**config.mk**
```make
export PLATFORM = sky130hd
export DESIGN_NAME = spi_ram_master
export DESIGN_NICKNAME = d
export VERILOG_FILES = /design/src/rtl/spi_ram_master.sv
export SDC_FILE = /design/constraint.sdc
export NUM_CORES = 1
export LEC_CHECK = 0
export CORE_UTILIZATION = 45
export DETAILED_ROUTE_END_ITERATION = 16
export PLACE_DENSITY = 0.69
export SKIP_LAST_GASP = 1
export SYNTH_ARGS = -nofsm -noshare
export SYNTH_HDL_FRONTEND = slang
export SYNTH_SLANG_ARGS = --single-unit
```
**constraint.sdc**
```tcl
create_clock -name clk -period 3.8 [get_ports clk]
set_clock_uncertainty 0.2 [all_clocks]
set_input_delay 0.76 -clock clk [delete_from_list [all_inputs] [get_ports clk]]
set_output_delay 0.76 -clock clk [all_outputs]
set_load 0.005 [all_outputs]
```
**src/rtl/spi_ram_master.sv**
```systemverilog
// SPI mode-0 master for the on-board SPI RAM framing:
//   command byte (0x00 write / 0x01 read), big-endian address,
//   optional dummy byte on reads, then a stream of data bytes.
// System side uses a simple byte handshake (tx_ready / rx_valid).
// Optional feature macro: SPI_RAM_MASTER_DUMMY_EN inserts one 0x00 dummy
// byte after the address on read transactions (slave read turnaround).
module spi_ram_master #(
    parameter int c_addr_bits = 32,
    parameter int c_clk_div   = 4
) (
    input  logic                   clk,
    input  logic                   reset_n,
    input  logic                   start,
    input  logic                   cmd_read,
    input  logic [c_addr_bits-1:0] addr,
    input  logic [15:0]            len,
    input  logic [7:0]             tx_data,
    output logic                   tx_ready,
    output logic [7:0]             rx_data,
    output logic                   rx_valid,
    output logic                   busy,
    output logic                   done,
    output logic                   spi_csn,
    output logic                   spi_sclk,
    output logic                   spi_mosi,
    input  logic                   spi_miso
);

    localparam int c_nab = c_addr_bits / 8;
    localparam int c_cw  = $clog2(2 * c_clk_div + 1);
    localparam logic [c_cw-1:0] c_half_m1    = c_cw'(c_clk_div - 1);
    localparam logic [c_cw-1:0] c_gap_m1     = c_cw'(2 * c_clk_div - 1);
    localparam logic [1:0]      c_last_abyte = 2'(c_nab - 1);

    typedef enum logic [2:0] {
        S_IDLE  = 3'd0,
        S_CMD   = 3'd1,
        S_ADDR  = 3'd2,
`ifdef SPI_RAM_MASTER_DUMMY_EN
        S_DUMMY = 3'd3,
`endif
        S_DATA  = 3'd4,
        S_END   = 3'd5,
        S_GAP   = 3'd6
    } t_state;

    t_state                 r_state, w_state;
    logic [c_cw-1:0]        r_div, w_div;
    logic                   r_sclk, w_sclk;
    logic                   r_mosi, w_mosi;
    logic                   r_csn, w_csn;
    logic                   r_busy, w_busy;
    logic                   r_done, w_done;
    logic                   r_tx_ready, w_tx_ready;
    logic                   r_rx_valid, w_rx_valid;
    logic [7:0]             r_rx_data, w_rx_data;
    logic [6:0]             r_rx_sh, w_rx_sh;
    logic [7:0]             r_sh, w_sh;
    logic [2:0]             r_bit, w_bit;
    logic [1:0]             r_abyte, w_abyte;
    logic [c_addr_bits-1:0] r_addr, w_addr;
    logic [15:0]            r_len, w_len;
    logic                   r_read, w_read;
    logic                   w_half;
    logic                   w_load;
    logic [7:0]             w_load_byte;
    logic                   w_enter;

    // Next-state and next-output computation for the whole frame sequencer.
    always_comb begin
        w_state     = r_state;
        w_div       = r_div;
        w_sclk      = r_sclk;
        w_mosi      = r_mosi;
        w_csn       = r_csn;
        w_busy      = r_busy;
        w_done      = 1'b0;
        w_tx_ready  = 1'b0;
        w_rx_valid  = 1'b0;
        w_rx_data   = r_rx_data;
        w_rx_sh     = r_rx_sh;
        w_sh        = r_sh;
        w_bit       = r_bit;
        w_abyte     = r_abyte;
        w_addr      = r_addr;
        w_len       = r_len;
        w_read      = r_read;
        w_half      = (r_div == c_half_m1);
        w_load      = 1'b0;
        w_load_byte = 8'h00;
        w_enter     = 1'b0;

        case (r_state)
            S_IDLE: begin
                if (start) begin
                    w_read  = cmd_read;
                    w_addr  = addr;
                    w_len   = len;
                    w_state = S_CMD;
                    w_csn   = 1'b0;
                    w_busy  = 1'b1;
                    w_div   = {c_cw{1'b0}};
                    w_bit   = 3'd0;
                    // command is 0x00 or 0x01, so bit 7 is always zero
                    w_mosi  = 1'b0;
                    w_sh    = {6'b000000, cmd_read, 1'b0};
                end else begin
                    w_div   = {c_cw{1'b0}};
                end
            end
            S_CMD, S_ADDR,
`ifdef SPI_RAM_MASTER_DUMMY_EN
            S_DUMMY,
`endif
            S_DATA: begin
                if (w_half) begin
                    w_div = {c_cw{1'b0}};
                    if (!r_sclk) begin
                        // rising SCLK: sample MISO on this very edge
                        w_sclk  = 1'b1;
                        w_rx_sh = {r_rx_sh[5:0], spi_miso};
                        if ((r_state == S_DATA) && r_read && (r_bit == 3'd7)) begin
                            w_rx_data  = {r_rx_sh, spi_miso};
                            w_rx_valid = 1'b1;
                        end else begin
                            w_rx_valid = 1'b0;
                        end
                    end else begin
                        // falling SCLK: advance MOSI to the next bit
                        w_sclk = 1'b0;
                        if (r_bit == 3'd7) begin
                            w_bit = 3'd0;
                            case (r_state)
                                S_CMD: begin
                                    w_state     = S_ADDR;
                                    w_load      = 1'b1;
                                    w_load_byte = r_addr[c_addr_bits-1 -: 8];
                                    w_addr      = r_addr << 8;
                                    w_abyte     = c_last_abyte;
                                end
                                S_ADDR: begin
                                    if (r_abyte != 2'd0) begin
                                        w_load      = 1'b1;
                                        w_load_byte = r_addr[c_addr_bits-1 -: 8];
                                        w_addr      = r_addr << 8;
                                        w_abyte     = r_abyte - 2'd1;
                                    end else begin
`ifdef SPI_RAM_MASTER_DUMMY_EN
                                        if (r_read) begin
                                            w_state     = S_DUMMY;
                                            w_load      = 1'b1;
                                            w_load_byte = 8'h00;
                                        end else begin
                                            w_enter = 1'b1;
                                        end
`else
                                        w_enter = 1'b1;
`endif
                                    end
                                end
`ifdef SPI_RAM_MASTER_DUMMY_EN
                                S_DUMMY: w_enter = 1'b1;
`endif
                                S_DATA: begin
                                    w_len   = r_len - 16'd1;
                                    w_enter = 1'b1;
                                end
                                default: w_state = S_END;
                            endcase
                        end else begin
                            w_bit  = r_bit + 3'd1;
                            w_mosi = r_sh[7];
                            w_sh   = {r_sh[6:0], 1'b0};
                        end
                    end
                end else begin
                    w_div = r_div + c_cw'(1);
                end
            end
            S_END: begin
                if (w_half) begin
                    w_csn   = 1'b1;
                    w_done  = 1'b1;
                    w_state = S_GAP;
                    w_div   = {c_cw{1'b0}};
                end else begin
                    w_div = r_div + c_cw'(1);
                end
            end
            S_GAP: begin
                if (r_div == c_gap_m1) begin
                    w_busy  = 1'b0;
                    w_state = S_IDLE;
                    w_div   = {c_cw{1'b0}};
                end else begin
                    w_div = r_div + c_cw'(1);
                end
            end
            default: begin
                w_state = S_IDLE;
                w_csn   = 1'b1;
                w_sclk  = 1'b0;
                w_mosi  = 1'b0;
                w_busy  = 1'b0;
                w_div   = {c_cw{1'b0}};
            end
        endcase

        // header finished or a data byte finished: next data byte or wind down
        if (w_enter) begin
            if (w_len == 16'd0) begin
                w_state = S_END;
                w_mosi  = 1'b0;
                w_sh    = 8'h00;
            end else begin
                w_state = S_DATA;
                w_load  = 1'b1;
                if (r_read) begin
                    w_load_byte = 8'h00;
                end else begin
                    w_load_byte = tx_data;
                    w_tx_ready  = 1'b1;
                end
            end
        end else begin
            w_tx_ready = w_tx_ready;
        end

        if (w_load) begin
            w_mosi = w_load_byte[7];
            w_sh   = {w_load_byte[6:0], 1'b0};
        end else begin
            w_load_byte = w_load_byte;
        end
    end

    // State and output registers; async reset returns pins to idle at once.
    always_ff @(posedge clk or negedge reset_n) begin
        if (!reset_n) begin
            r_state    <= S_IDLE;
            r_div      <= {c_cw{1'b0}};
            r_sclk     <= 1'b0;
            r_mosi     <= 1'b0;
            r_csn      <= 1'b1;
            r_busy     <= 1'b0;
            r_done     <= 1'b0;
            r_tx_ready <= 1'b0;
            r_rx_valid <= 1'b0;
            r_rx_data  <= 8'h00;
            r_rx_sh    <= 7'h00;
            r_sh       <= 8'h00;
            r_bit      <= 3'd0;
            r_abyte    <= 2'd0;
            r_addr     <= {c_addr_bits{1'b0}};
            r_len      <= 16'd0;
            r_read     <= 1'b0;
        end else begin
            r_state    <= w_state;
            r_div      <= w_div;
            r_sclk     <= w_sclk;
            r_mosi     <= w_mosi;
            r_csn      <= w_csn;
            r_busy     <= w_busy;
            r_done     <= w_done;
            r_tx_ready <= w_tx_ready;
            r_rx_valid <= w_rx_valid;
            r_rx_data  <= w_rx_data;
            r_rx_sh    <= w_rx_sh;
            r_sh       <= w_sh;
            r_bit      <= w_bit;
            r_abyte    <= w_abyte;
            r_addr     <= w_addr;
            r_len      <= w_len;
            r_read     <= w_read;
        end
    end

    assign spi_csn  = r_csn;
    assign spi_sclk = r_sclk;
    assign spi_mosi = r_mosi;
    assign busy     = r_busy;
    assign done     = r_done;
    assign tx_ready = r_tx_ready;
    assign rx_valid = r_rx_valid;
    assign rx_data  = r_rx_data;

endmodule

```
==> flow_metrics.env <==
export IMPL_max_cap_violations=0
export IMPL_antenna_found_initial=0
export IMPL_drc_errors=0
export IMPL_worstSetupEndpointType="flip-flop"
export IMPL_final_util_pct=58.7
export IMPL_max_clock_freq_mhz=289
export IMPL_hold_path_class="in2async"
export IMPL_core_area_sq_mm=0.00986
export IMPL_crit_path_frequent_cell="ha_1"
export IMPL_status="completed"
export IMPL_antenna_left=0
export IMPL_crit_arrival_ps=3510
export IMPL_setup_viol=0
export IMPL_grt_ovfl_total=0
export IMPL_p_seq_share_pct=36.3
export IMPL_critical_path_required_ps=3850
export IMPL_p_sw_w=0.00188
export IMPL_first_pass_iters=5
export IMPL_powerDensity_mw_per_mm2=753
export IMPL_critPathMaxFanout=10
export IMPL_fin_cells=722
export IMPL_path_buf_inv=0
export IMPL_async_flop_share_pct=100
export IMPL_grt_pass1_vias=3827
export IMPL_vdd_drop_max_mv=0.385
export IMPL_internal_power_w=0.00248
export IMPL_avgSynthCellArea_sq_um=9.08
export IMPL_io_pin_count=76
export IMPL_rows=36
export IMPL_syn_nets=575
export IMPL_synth_top_family_by_area="simple AND/OR/NAND/NOR gates"
export IMPL_drt_iter0_markers=232
export IMPL_min_period_over_period_pct=91.1
export IMPL_clockRootBuffer="clkbuf_8"
export IMPL_synth_ff_type="dfrtp_1"
export IMPL_crit_chain="ha_1 -> ha_1 -> nand4bb_1 -> or4_4 -> o21a_1 -> o22ai_1 -> o2111ai_1 -> nor4_2 -> nand3_4 -> a31o_1"
export IMPL_pwr_share_clk_pct=16.6
export IMPL_clk_path_buf_depth=2
export IMPL_clk_latency_ps=370
export IMPL_slowest_delay_ps=640
export IMPL_hpwl_mm=7.68
export IMPL_grt_pass1_wl_mm=18.0
export IMPL_avgRoutedWirePerCell_um=15.2
export IMPL_ys_seq_area_share_pct=49.3
export IMPL_start_util_pct=46.9
export IMPL_synth_seq_cells=91
export IMPL_rrSetupSlack_ps=340
export IMPL_vias=3957
export IMPL_yosysTopAreaCellShare_pct=48.7
export IMPL_synth_cell_type_count=57
export IMPL_route_met3_wl_um=476
export IMPL_numCtsBuffers=9
export IMPL_finalHoldViolations=0
export IMPL_synth_area_mux_share_pct=2.98
export IMPL_die_h_um=103
export IMPL_combPwrFrac_pct=47.1
export IMPL_crit_path_top_delay_cell="or4_4"
export IMPL_cts_hold_buf=0
export IMPL_switching_share_pct=43.1
export IMPL_wl_met1_mm=5.22
export IMPL_highest_layer="met4"
export IMPL_post_cts_buffers=0
export IMPL_nNetsFinal=650
export IMPL_rsz0062_at_grt="no"
export IMPL_synthTopCellsByArea="dfrtp_1 (49%), nand2_1 (8.5%), nor2_1 (3.5%), o21ai_0 (3.5%), a31oi_1 (3.2%)"
export IMPL_drt_wl_total_mm=11.0
export IMPL_antenna_cells=0
export IMPL_worstMarginPinSlew_ps=691
export IMPL_dp_cells=706
export IMPL_fin_crit_ps=3460
export IMPL_die_w_um=103
export IMPL_fin_setup_tns_ps=0
export IMPL_crit_family="simple AND/OR/NAND/NOR gates"
export IMPL_avgViaCountPerCell=5.48
export IMPL_routed_wl_met2_mm=5.24
export IMPL_syn_to_final_growth_pct=25.3
export IMPL_drive_above_1_share_pct=9.34
export IMPL_synth_edf_count=0
export IMPL_finalMaxSlewViolations=0
export IMPL_yosys_warnings=0
export IMPL_cts_tree="yes"
export IMPL_synth_xor_xnor_area_share_pct=1.52
export IMPL_syn_area_sq_mm=0.00462
export IMPL_relSlewSlack_pct=53.9
export IMPL_ctsResizeCount=0
export IMPL_place_congestion=0.874
export IMPL_cp_start_kind="flip-flop"
export IMPL_clkTransAtPathRegs_ps=90
export IMPL_grt_max_degree=65
export IMPL_synthCells=509
export IMPL_yosys_area_share_adder_pct=1.35
export IMPL_cts_max_level=3
export IMPL_synth_compound_area_share_pct=19.3
export IMPL_fp_dieArea_sq_mm=0.0107
export IMPL_p_leak_nw=2.49
export IMPL_yosys_area_top_type="dfrtp_1"
export IMPL_clock_sink_count=91
export IMPL_portBuffers=75
export IMPL_yosys_area_share_simple_pct=21.4
export IMPL_track_usage_pct=22.0
export IMPL_path_class="reg2reg"
cell usage after synthesis (all sizes together), types with 3 or more instances:
library cell	instances
xor2	5
nor2	43
dfrtp	90
or3	6
a222oi	6
a22oi	8
xnor2	3
nand3	19
a31oi	24
nor4	8
ha	5
o211ai	5
nand3b	3
and2	3
o2111ai	3
mux2	11
or4	4
nor2b	3
clkbuf	22
o21ai	37
buf	5
nor3	7
inv	24
a21oi	15
a31o	8
a21o	3
o21a	5
nand2	105
registers in the layout, summed over array words and instances (netlist names), 2 cells and up:
signal	flops
r_rx_sh	7
r_addr	32
r_state	3
r_sh	8
r_bit	3
r_abyte	2
r_div	4
r_len	16
rx_data	8
stage by stage:
stage / worst slack [ps] / total power [W] / hold slack, ps / area, sq um
3_3_place_gp: 345 / 0.00360 / 245 / 5580
2_1_floorplan: 566 / 0.00303 / 232 / 4620
4_1_cts: 342 / 0.00439 / 258 / 5790
3_5_place_dp: 247 / 0.00365 / 254 / 5580
5_1_grt: 27.6 / 0.00470 / 293 / 5790
6_report: 339 / 0.00436 / 229 / 5790
path summary, 6_finish.rpt:
path | start | to | depth (start not counted)
worst min-delay path | reset_n | r_addr[26] | 1
min in group clk | r_div[0] | r_div[0] | 1
worst max-delay path | r_bit[1] | spi_mosi | 10
worst min register to register | r_div[0] | r_div[0] | 1
max in group asynchronous | reset_n | r_sh[4] | 2
worst max register to register | r_bit[1] | spi_mosi | 10
routing by layer:
layer / up-vias / GRT usage (%)
met5: - / 0
met4: 0 / 6.93
met3: 8 / 4.50
met2: 95 / 35.2
met1: 1896 / 30.1
li1: 1958 / -
cells in the final DEF (no fill, tap or decap), types with 3 or more instances in the layout:
master,synthesis,final
a21o_1,3,3
a21oi_1,15,15
a222oi_1,6,6
a22oi_1,8,8
a31o_1,8,8
a31oi_1,24,24
and2_1,3,3
buf_4,0,17
clkbuf_8,0,9
clkdlybuf4s50_1,0,74
dfrtp_1,90,90
ha_1,5,5
inv_1,24,24
mux2_2,10,10
nand2_1,105,105
nand3_1,18,18
nand3b_1,3,3
nor2_1,43,43
nor2b_1,3,3
nor3_1,7,6
nor4_1,5,5
o2111ai_1,3,3
o211ai_1,5,5
o21a_1,5,5
o21ai_0,32,32
o21ai_1,5,4
or3_1,6,6
xnor2_1,3,3
xor2_1,5,5
kinds of logic after synthesis:
kind of cell	count (synthesis)
AOI/OAI and AO/OA	131
xor gates and xnor gates	8
adders and majority gates	5
buffers and inverters	52
DFF	91
muxes	12
and+or+nand+nor	210
layout make-up:
type                    instances  area, sq um
inverters                      25         93.8
repair buffers                 91          868
clock inverters                 6         87.6
flip-flops and latches         91         2280
fillers                       882         4070
multi-input cells             366         2170
well taps                     133          166
clock buffers                  10          128
power by group through the flow:
| stage | combinational, W | clock (W) | sequential, W |
|---|---|---|---|
| final | 0.00205 | 0.000725 | 0.00158 |
| after global routing | 0.00229 | 0.000788 | 0.00163 |
| after CTS | 0.00207 | 0.000745 | 0.00158 |
| after detailed placement | 0.00205 | 0 | 0.00160 |
| after global placement | 0.00201 | 0 | 0.00159 |
| after floorplan | 0.00150 | 0 | 0.00152 |
Power figures use the tool's default switching activity.
